$ cat config.mk
export PLATFORM = sky130hd
export DESIGN_NAME = xor_checksum_acc
export DESIGN_NICKNAME = d
export VERILOG_FILES = /design/src/rtl/xor_pkg.sv /design/src/rtl/xor_gate.sv /design/src/rtl/xor_checksum_acc.sv
export SDC_FILE = /design/constraint.sdc
export NUM_CORES = 1
export LEC_CHECK = 0
export ABC_AREA = 1
export CAP_MARGIN = 20
export CELL_PAD_IN_SITES_DETAIL_PLACEMENT = 0
export CELL_PAD_IN_SITES_GLOBAL_PLACEMENT = 1
export CORE_MARGIN = 2
export CORE_UTILIZATION = 36
export CTS_BUF_LIST = sky130_fd_sc_hd__clkbuf_16
export CTS_CLUSTER_DIAMETER = 80
export DETAILED_ROUTE_END_ITERATION = 10
export PLACE_DENSITY_LB_ADDON = 0.1
export SLEW_MARGIN = 40
export SYNTH_ARGS = -nofsm -noshare
export SYNTH_HDL_FRONTEND = slang
export SYNTH_SLANG_ARGS = --single-unit
$ cat constraint.sdc
create_clock -name clk -period 2.4 [get_ports clk]
set_input_delay 0.48 -clock clk [delete_from_list [all_inputs] [get_ports clk]]
set_output_delay 0.48 -clock clk [all_outputs]
set_load 0.005 [all_outputs]
$ cat src/rtl/xor_pkg.sv
// Shared types and helpers for the XOR checksum accumulator slice.
package xor_pkg;

    typedef enum logic {
        ST_ACCUM = 1'b0,
        ST_HOLD  = 1'b1
    } state_t;

    // Width needed to hold counts 0..frame_len, never narrower than one bit.
    function automatic int count_width(input int frame_len);
        int w;
        w = $clog2(frame_len + 1);
        return (w < 1) ? 1 : w;
    endfunction

endpackage

$ cat src/rtl/xor_gate.sv
// Bitwise two-input XOR gate; its z output feeds the checksum datapath.
module xor_gate #(
    parameter int WIDTH = 5
) (
    input  logic [WIDTH-1:0] a,
    input  logic [WIDTH-1:0] b,
    output logic [WIDTH-1:0] z
);

    assign z = a ^ b;

endmodule

$ cat src/rtl/xor_checksum_acc.sv
// Running XOR checksum over frames of up to FRAME_LEN words, with a held result
// presented on a valid/ready output until consumed.
module xor_checksum_acc
    import xor_pkg::*;
#(
    parameter  int WIDTH     = 5,
    parameter  int FRAME_LEN = 4,
    localparam int CNT_W     = count_width(FRAME_LEN)
) (
    input  logic             clk,
    input  logic             rst,
    input  logic             in_valid,
    output logic             in_ready,
    input  logic [WIDTH-1:0] in_data,
    input  logic             in_last,
    output logic             out_valid,
    input  logic             out_ready,
    output logic [WIDTH-1:0] out_sum,
    output logic             out_parity,
    output logic [CNT_W-1:0] out_count
);

    state_t           state;
    logic [WIDTH-1:0] acc;
    logic [CNT_W-1:0] cnt;
    logic [WIDTH-1:0] acc_next;
    logic [CNT_W-1:0] cnt_inc;
    logic             frame_end;

    xor_gate #(.WIDTH(WIDTH)) u_xor (
        .a (acc),
        .b (in_data),
        .z (acc_next)
    );

    assign cnt_inc   = cnt + CNT_W'(1);
    assign frame_end = in_last || (cnt_inc == CNT_W'(FRAME_LEN));

    // in_ready is decoded from state only, so it never sees out_ready combinationally.
    assign in_ready = (state == ST_ACCUM);

    always_ff @(posedge clk) begin
        if (rst) begin
            state      <= ST_ACCUM;
            acc        <= '0;
            cnt        <= '0;
            out_valid  <= 1'b0;
            out_sum    <= '0;
            out_parity <= 1'b0;
            out_count  <= '0;
        end else begin
            case (state)
                ST_ACCUM: begin
                    if (in_valid) begin
                        if (frame_end) begin
                            out_sum    <= acc_next;
                            out_parity <= ^acc_next;
                            out_count  <= cnt_inc;
                            out_valid  <= 1'b1;
                            acc        <= '0;
                            cnt        <= '0;
                            state      <= ST_HOLD;
                        end else begin
                            acc <= acc_next;
                            cnt <= cnt_inc;
                        end
                    end
                end
                ST_HOLD: begin
                    if (out_ready) begin
                        out_valid <= 1'b0;
                        state     <= ST_ACCUM;
                    end
                end
                default: state <= ST_ACCUM;
            endcase
        end
    end

endmodule

==> implementation parameters <==
Parameter                              Value

Run status
  Run status ... finished, final reports clean

Power
  Share of total power in combinational logic ... 18.6%
  Worst IR Drop VDD ... 464 uV
  Power Internal ... 0.630 mW
  Switching power as a share of total power ... 25.3%
  Leakage power total ... 0.615 nW
  Power per cell area ... 665 nW/um^2
  Switching Power ... 0.213 mW
  Portion of total power attributed to sequential cells ... 41.6%
  Total power of the final layout ... 0.843 mW
  Relative contribution of the clock network to total power ... 39.7%

Detailed routing
  First drt pass iteration count ... 3
  First DRT Iteration DRCs ... 9
  Post-route DRC ... 0
  Total wirelength of the detailed-routed design ... 2020 um
  Mean routed wirelength per cell ... 9.92 um
  ANT nets after route ... 0
  Via count ... 935
  Per-cell via count in the routed design ... 4.58

Final layout
  Diodes inserted ... 0
  Fraction of layout cells with a size suffix above 1 ... 6.32%
  Layout Nets ... 187
  Seq. cell area ... 380 um^2
  Number of fill cells in the layout ... 252
  Area growth, synth to finish ... 32.8%
  Final cell count without fillers ... 204
  Total area of multi-input combinational cells ... 477 um^2

Logic synthesis
  Number of distinct library cells after synthesis ... 17
  Post-synthesis share of cell area spent on xor and xnor gates ... 0.917%
  Post-Syn Instances ... 151
  Multiplexer share of the synthesized area ... 0%
  Post-synth design cell area ... 955 um^2
  Dominant combinational cell family by area after synthesis ... simple AND/OR/NAND/NOR gates
  Compound-gate portion of the synthesized area ... 11.3%
  Post-synthesis net count ... 163
  Simple-gate area share of the yosys netlist ... 35.1%
  Post-Synth Adder-Cell Area ... 2.62%
  Yosys reg bits ... 19
  Avg Synthesized Cell Area ... 6.32 um^2
  Warning count from the yosys run ... 0
  Sequential-to-total area share from yosys stat ... 39.8%

STA
  Final period util ... 67.2%
  Time the worst path needs with I/O delays and setup ... 1.61 ns
  Peak Freq ... 620 MHz
  Fin. max-slew vios ... 0
  Final setup TNS ... 0 ns
  Final worst hold slack ... 0.461 ns
  Relative max-transition margin ... 80.0%
  Clk_skew ... 0.00477 ns
  Slew at the pin closest to its max-slew limit ... 0.298 ns
  Unrepaired setup endpoints after global routing ... no
  Number of failing setup endpoints in the final timing report ... 0
  Post-layout worst setup margin ... 0.788 ns
  Hold violation total from the final report ... 0

CTS
  Number of buffers inserted for hold repair after clock tree synthesis ... 0
  Clock latency on the worst-skew pair ... 0.25 ns
  Clock Sink Count ... 19
  Clock Tree Buf Depth ... 2
  Clk root buf ... sky130_fd_sc_hd__clkbuf_16
  Register clock-pin slew on the reported worst setup and hold paths ... 0.05 ns
  Number of buffers added by the clock tree synthesis step ... 3
  Setup Fix Bufs, Post-CTS ... 0
  CTS H-tree lvls ... 1
  Post-CTS resize count ... 0
  Clock tree from TritonCTS ... built

Place
  Detail Placement HPWL ... 1620 um
  Number of placed instances with taps included ... 200
  RD Place Congestion ... 0.760
  # port buffers ... 20
  Post-Place Setup Slack ... 0.560 ns

Floorplanning
  Vertical die dimension ... 55.5 um
  Row cnt ... 18
  Number of ports placed on the die boundary ... 21
  Core Region ... 2500 um^2
  Initial Utilization ... 38.2%
  Die width ... 55.5 um
  Die area ... 3080 um^2

Critical path
  Worst reg2reg path depth ... 6
  Family with the most delay on the worst path ... simple AND/OR/NAND/NOR gates
  Category of the most critical setup path ... reg -> reg
  Buffers and inverters on the worst path ... 0
  Cell with the biggest individual delay on the critical path ... sky130_fd_sc_hd__dfxtp_1
  Crit start category ... flip-flop
  Number of cells on the critical path ... 6
  Required time of the worst setup path ... 2.58 ns
  Element type at the critical path end ... flip-flop
  Crit path largest cell delay ... 0.34 ns
  Arrival time of the worst setup path ... 1.79 ns
  CP Max Fanout ... 13
  Ordered cell list for the critical path ... ha_1 -> xnor2_1 -> o21ai_2 -> nand2_2 -> nand2_1 -> a21oi_1

Global routing
  Vias in the first global route ... 771
  Overall fraction of global-route tracks in use ... 14.2%
  Pin count of the biggest net entering global routing ... 14
  Global-route wire length before repair ... 3410 um
  Antenna violations before repair ... 0
  Total gr overflow ... 0

Worst hold path
  Cells on Worst Hold Path ... 2
  Type of the worst min-delay path ... reg -> reg

Flow run
  Number of maximum-capacitance constraint violations ... 0
==> Yosys cell counts, drive strengths merged <==
library cell / n / area (um^2)
nand2: 72 / 275
xnor2: 1 / 8.76
nor2: 8 / 30.0
inv: 21 / 78.8
o21ai: 8 / 43.8
dfxtp: 19 / 380
nor3: 1 / 10.0
nand3: 4 / 20.0
ha: 2 / 25.0
buf: 2 / 15.0
clkbuf: 1 / 3.75
a21oi: 12 / 63.8
==> sequential cells by signal, summed over array words and instances (netlist names) <==
name / count
state: 1
out_count: 3
acc: 5
cnt: 3
out_valid: 1
out_parity: 1
out_sum: 5
==> metrics by stage <==
step	util, %	instance area, um^2
after CTS	50.7	1270
after global routing	50.7	1270
after global placement	47.5	1190
after floorplan	-	955
final	50.7	1270
after detailed placement	47.5	1190
==> per-layer routing <==
layer	routed length, um	up-vias	global-route usage, %
met5	0	-	0
met4	32	0	6.27
met3	80	5	4.68
met2	937	17	23.0
met1	974	404	17.0
li1	-	509	-
==> final cells by class <==
cell class | count | share of cell area [%]
multi-input cells | 108 | 37.6
flip-flops and latches | 19 | 30.0
repair buffers | 22 | 17.0
inverters | 21 | 6.22
clock buffers | 3 | 5.92
well taps | 30 | 2.96
clock inverters | 1 | 0.296
==> logic make-up after synthesis <==
family                     Yosys count
buffers and inverters               24
adders and majority gates            2
AOI/OAI and AO/OA                   20
and+or+nand+nor                     85
DFF                                 19
xor gates and xnor gates             1
==> power groups by stage <==
stage / Sequential, mW / Clock [mW] / Combinational (mW)
6_report: 0.351 / 0.335 / 0.157
5_1_grt: 0.353 / 0.359 / 0.181
4_1_cts: 0.351 / 0.340 / 0.160
3_5_place_dp: 0.358 / 0 / 0.159
3_3_place_gp: 0.357 / 0 / 0.157
2_1_floorplan: 0.356 / 0 / 0.0980
==> worst paths after layout <==
| check | slack (ns) | endpoint | startpoint |
|---|---|---|---|
| setup / recovery | 0.79 | cnt[0] | cnt[0] |
| setup reg to reg | 0.79 | cnt[0] | cnt[0] |
| hold reg to reg | 0.46 | out_count[1] | out_count[1] |
| hold / removal | 0.46 | out_count[1] | out_count[1] |
==> tightest hold or removal path: stages (launching register included) <==
cell                      delay (ns)
sky130_fd_sc_hd__dfxtp_1        0.30
sky130_fd_sc_hd__nand2_1        0.06
sky130_fd_sc_hd__a21oi_1        0.05
==> placed cells by master, fill, tap and decap left out, drive strengths merged <==
| cell | Yosys | routed |
|---|---|---|
| clkdlybuf4s50 | 0 | 20 |
| buf | 2 | 2 |
| ha | 2 | 2 |
| xnor2 | 1 | 1 |
| o21ai | 8 | 8 |
| dfxtp | 19 | 19 |
| nand2 | 72 | 72 |
| nor3 | 1 | 1 |
| inv | 21 | 22 |
| nand3 | 4 | 4 |
| nor2 | 8 | 8 |
| clkbuf | 1 | 3 |
| a21oi | 12 | 12 |
Note: power is estimated with default switching activity, not from simulation.
==> edit, RTL diff (same flow settings) <==
Change the parameter `FRAME_LEN` from 4 to 16.
--- a/src/rtl/xor_checksum_acc.sv
+++ b/src/rtl/xor_checksum_acc.sv
@@ -4,7 +4,7 @@
     import xor_pkg::*;
 #(
     parameter  int WIDTH     = 5,
-    parameter  int FRAME_LEN = 4,
+    parameter  int FRAME_LEN = 16,
     localparam int CNT_W     = count_width(FRAME_LEN)
 ) (
     input  logic             clk,
Ports: changed (resized out_count); port bits go from 21 to 23. The function was not compared with the original's and may differ.
==> edit against the unedited design <==
Setup slack worse by 0.15 ns; worst hold slack improved by 0.0015 ns; sequential cell count up 4; power up 14%; routed wire length is 17% higher; design area grew 19%; synthesized area increased by 24%; highest routed layer unchanged.
==> edit: results <==
{
  "finClkSkew_ns": 0.001311,
  "antenna_found_initial": 0,
  "dp.cells": 222,
  "h-tree-depth": 1,
  "power.leakage_uw": 0.0006303,
  "r2r_start": "cnt[0]",
  "syn_area_per_cell_sq_um": 7.421,
  "synth_nets": 170,
  "dpl_cell_area_sq_um": 1425,
  "slew_headroom": 0.7272,
  "synth.distinct_cells": 21,
  "diodes": 0,
  "hold_path_depth": 2,
  "ys_top_cells_by_count": "33 x nand2_1, 23 x dfxtp_1, 20 x nor2_1",
  "portBuffers": 22,
  "first_pass_iters": 3,
  "synthFlopType": "dfxtp_1",
  "insertion_delay_ns": 0.25,
  "clockRootBuffer": "clkbuf_16",
  "status": "finished, final reports clean",
  "grt_pass1_vias": 911,
  "min_path_type": "reg2reg",
  "vdd_drop_max_mv": 0.2285,
  "yosys-top-cells-area": "dfxtp_1 39%, nand2_1 10%, a21oi_2 6.7%, nor2_1 6.4%, nand2_2 5.8%",
  "grt_max_degree": 15,
  "routabilityCongestion": 0.7183,
  "cts_buffers": 3,
  "vias_per_cell": 4.527,
  "grt_pass1_wl_um": 4050,
  "finalWirelength_um": 2366,
  "setup-violations-final": 0,
  "fillers": 327,
  "reg2reg_slack_ns": 0.65,
  "power-per-cell-area_nw_per_um2": 639.3,
  "max_stage_delay_ns": 0.47,
  "synth_warnings": 0,
  "ys_seq_area_frac": 0.3902,
  "postCtsSetupBuffers": 0,
  "async_flop_share": 0,
  "cts_resized": 0,
  "worstPathMaxFanout": 13,
  "fin_nets": 194,
  "worstRegToRegCells": 9,
  "holdPathEnd": "out_count[2]",
  "cpMaxStageDelayCell": "clkdlybuf4s50_1",
  "min_from": "out_count[2]",
  "drive_above_1_share": 0.1703,
  "stdcell_count": 226,
  "grt_usage": 0.1466,
  "hpwl_um": 1875,
  "initialDrtViolationCount": 28,
  "reg2reg_to": "acc[4]",
  "cts.clk_slew.worst_paths_ns": 0.06,
  "clock_path_buffers": 2,
  "crit_arrival_ns": 1.96
}
[edit: cell types whose count changed in the layout (fill, tap and decap cells not counted), sizes merged, moves of 3 or more]
cell / change
inv: -5
nor2: +13
nor3: +7
dfxtp: +4
nand3: +12
o21ai: -6
xor2: +3
nand2: -26
[edit: metal layers]
layer  part of all wire  wire length (um)  track usage  vias up
met5                  0                 0            0        -
met4             0.0097                23      0.05590        0
met3              0.039                92      0.03151        4
met2               0.45              1055       0.2340       19
met1               0.51              1195       0.1938      450
li1                   -                 -            -      550
[edit: worst max-delay path, delay by kind of cell]
kind	cells	cell delay (ns)
and+or+nand+nor	2	0.27
AOI/OAI and AO/OA	1	0.14
buffers and inverters	3	1.06
[edit: how the worst max path moves through the flow]
stage          startpoint            to  slack (ns)  depth (start not counted)
2_1_floorplan      cnt[0]    out_parity        1.01                         10
3_3_place_gp     in_valid        acc[0]        0.39                          6
3_5_place_dp     in_valid        acc[4]        0.39                          6
4_1_cts            cnt[0]        acc[4]        0.61                          9
5_1_grt            cnt[0]        cnt[1]        0.45                          9
6_report         in_valid  out_count[4]        0.63                          6
[edit: metrics by stage]
| step | hold WS, ns | setup slack (ns) |
|---|---|---|
| 2_1_floorplan | 0.4497 | 1.013 |
| 3_3_place_gp | 0.4514 | 0.3920 |
| 3_5_place_dp | 0.4556 | 0.3897 |
| 4_1_cts | 0.4660 | 0.6131 |
| 5_1_grt | 0.4774 | 0.4474 |
| 6_report | 0.4622 | 0.6330 |
[edit: final cells by class]
cell class	count	share of cell area
inverter	16	0.03993
multi-input combinational	115	0.4085
timing repair buffer	24	0.1564
clock buffer	3	0.04992
tap	44	0.03661
clock inverter	1	0.002496
sequential	23	0.3062
[edit: cell families after synthesis]
family / count (synthesis) / share of synthesized area
and+or+nand+nor: 93 / 0.3765
DFF: 23 / 0.3902
buffers and inverters: 21 / 0.08908
AOI/OAI and AO/OA: 16 / 0.09650
xor gates and xnor gates: 5 / 0.03712
adders and majority gates: 1 / 0.01060
[edit: report_power, final]
group | total, uW | internal [uW] | switching [uW]
sequential | 428 | 407 | 20.7
combinational | 183 | 82.9 | 100
clock | 351 | 222 | 129
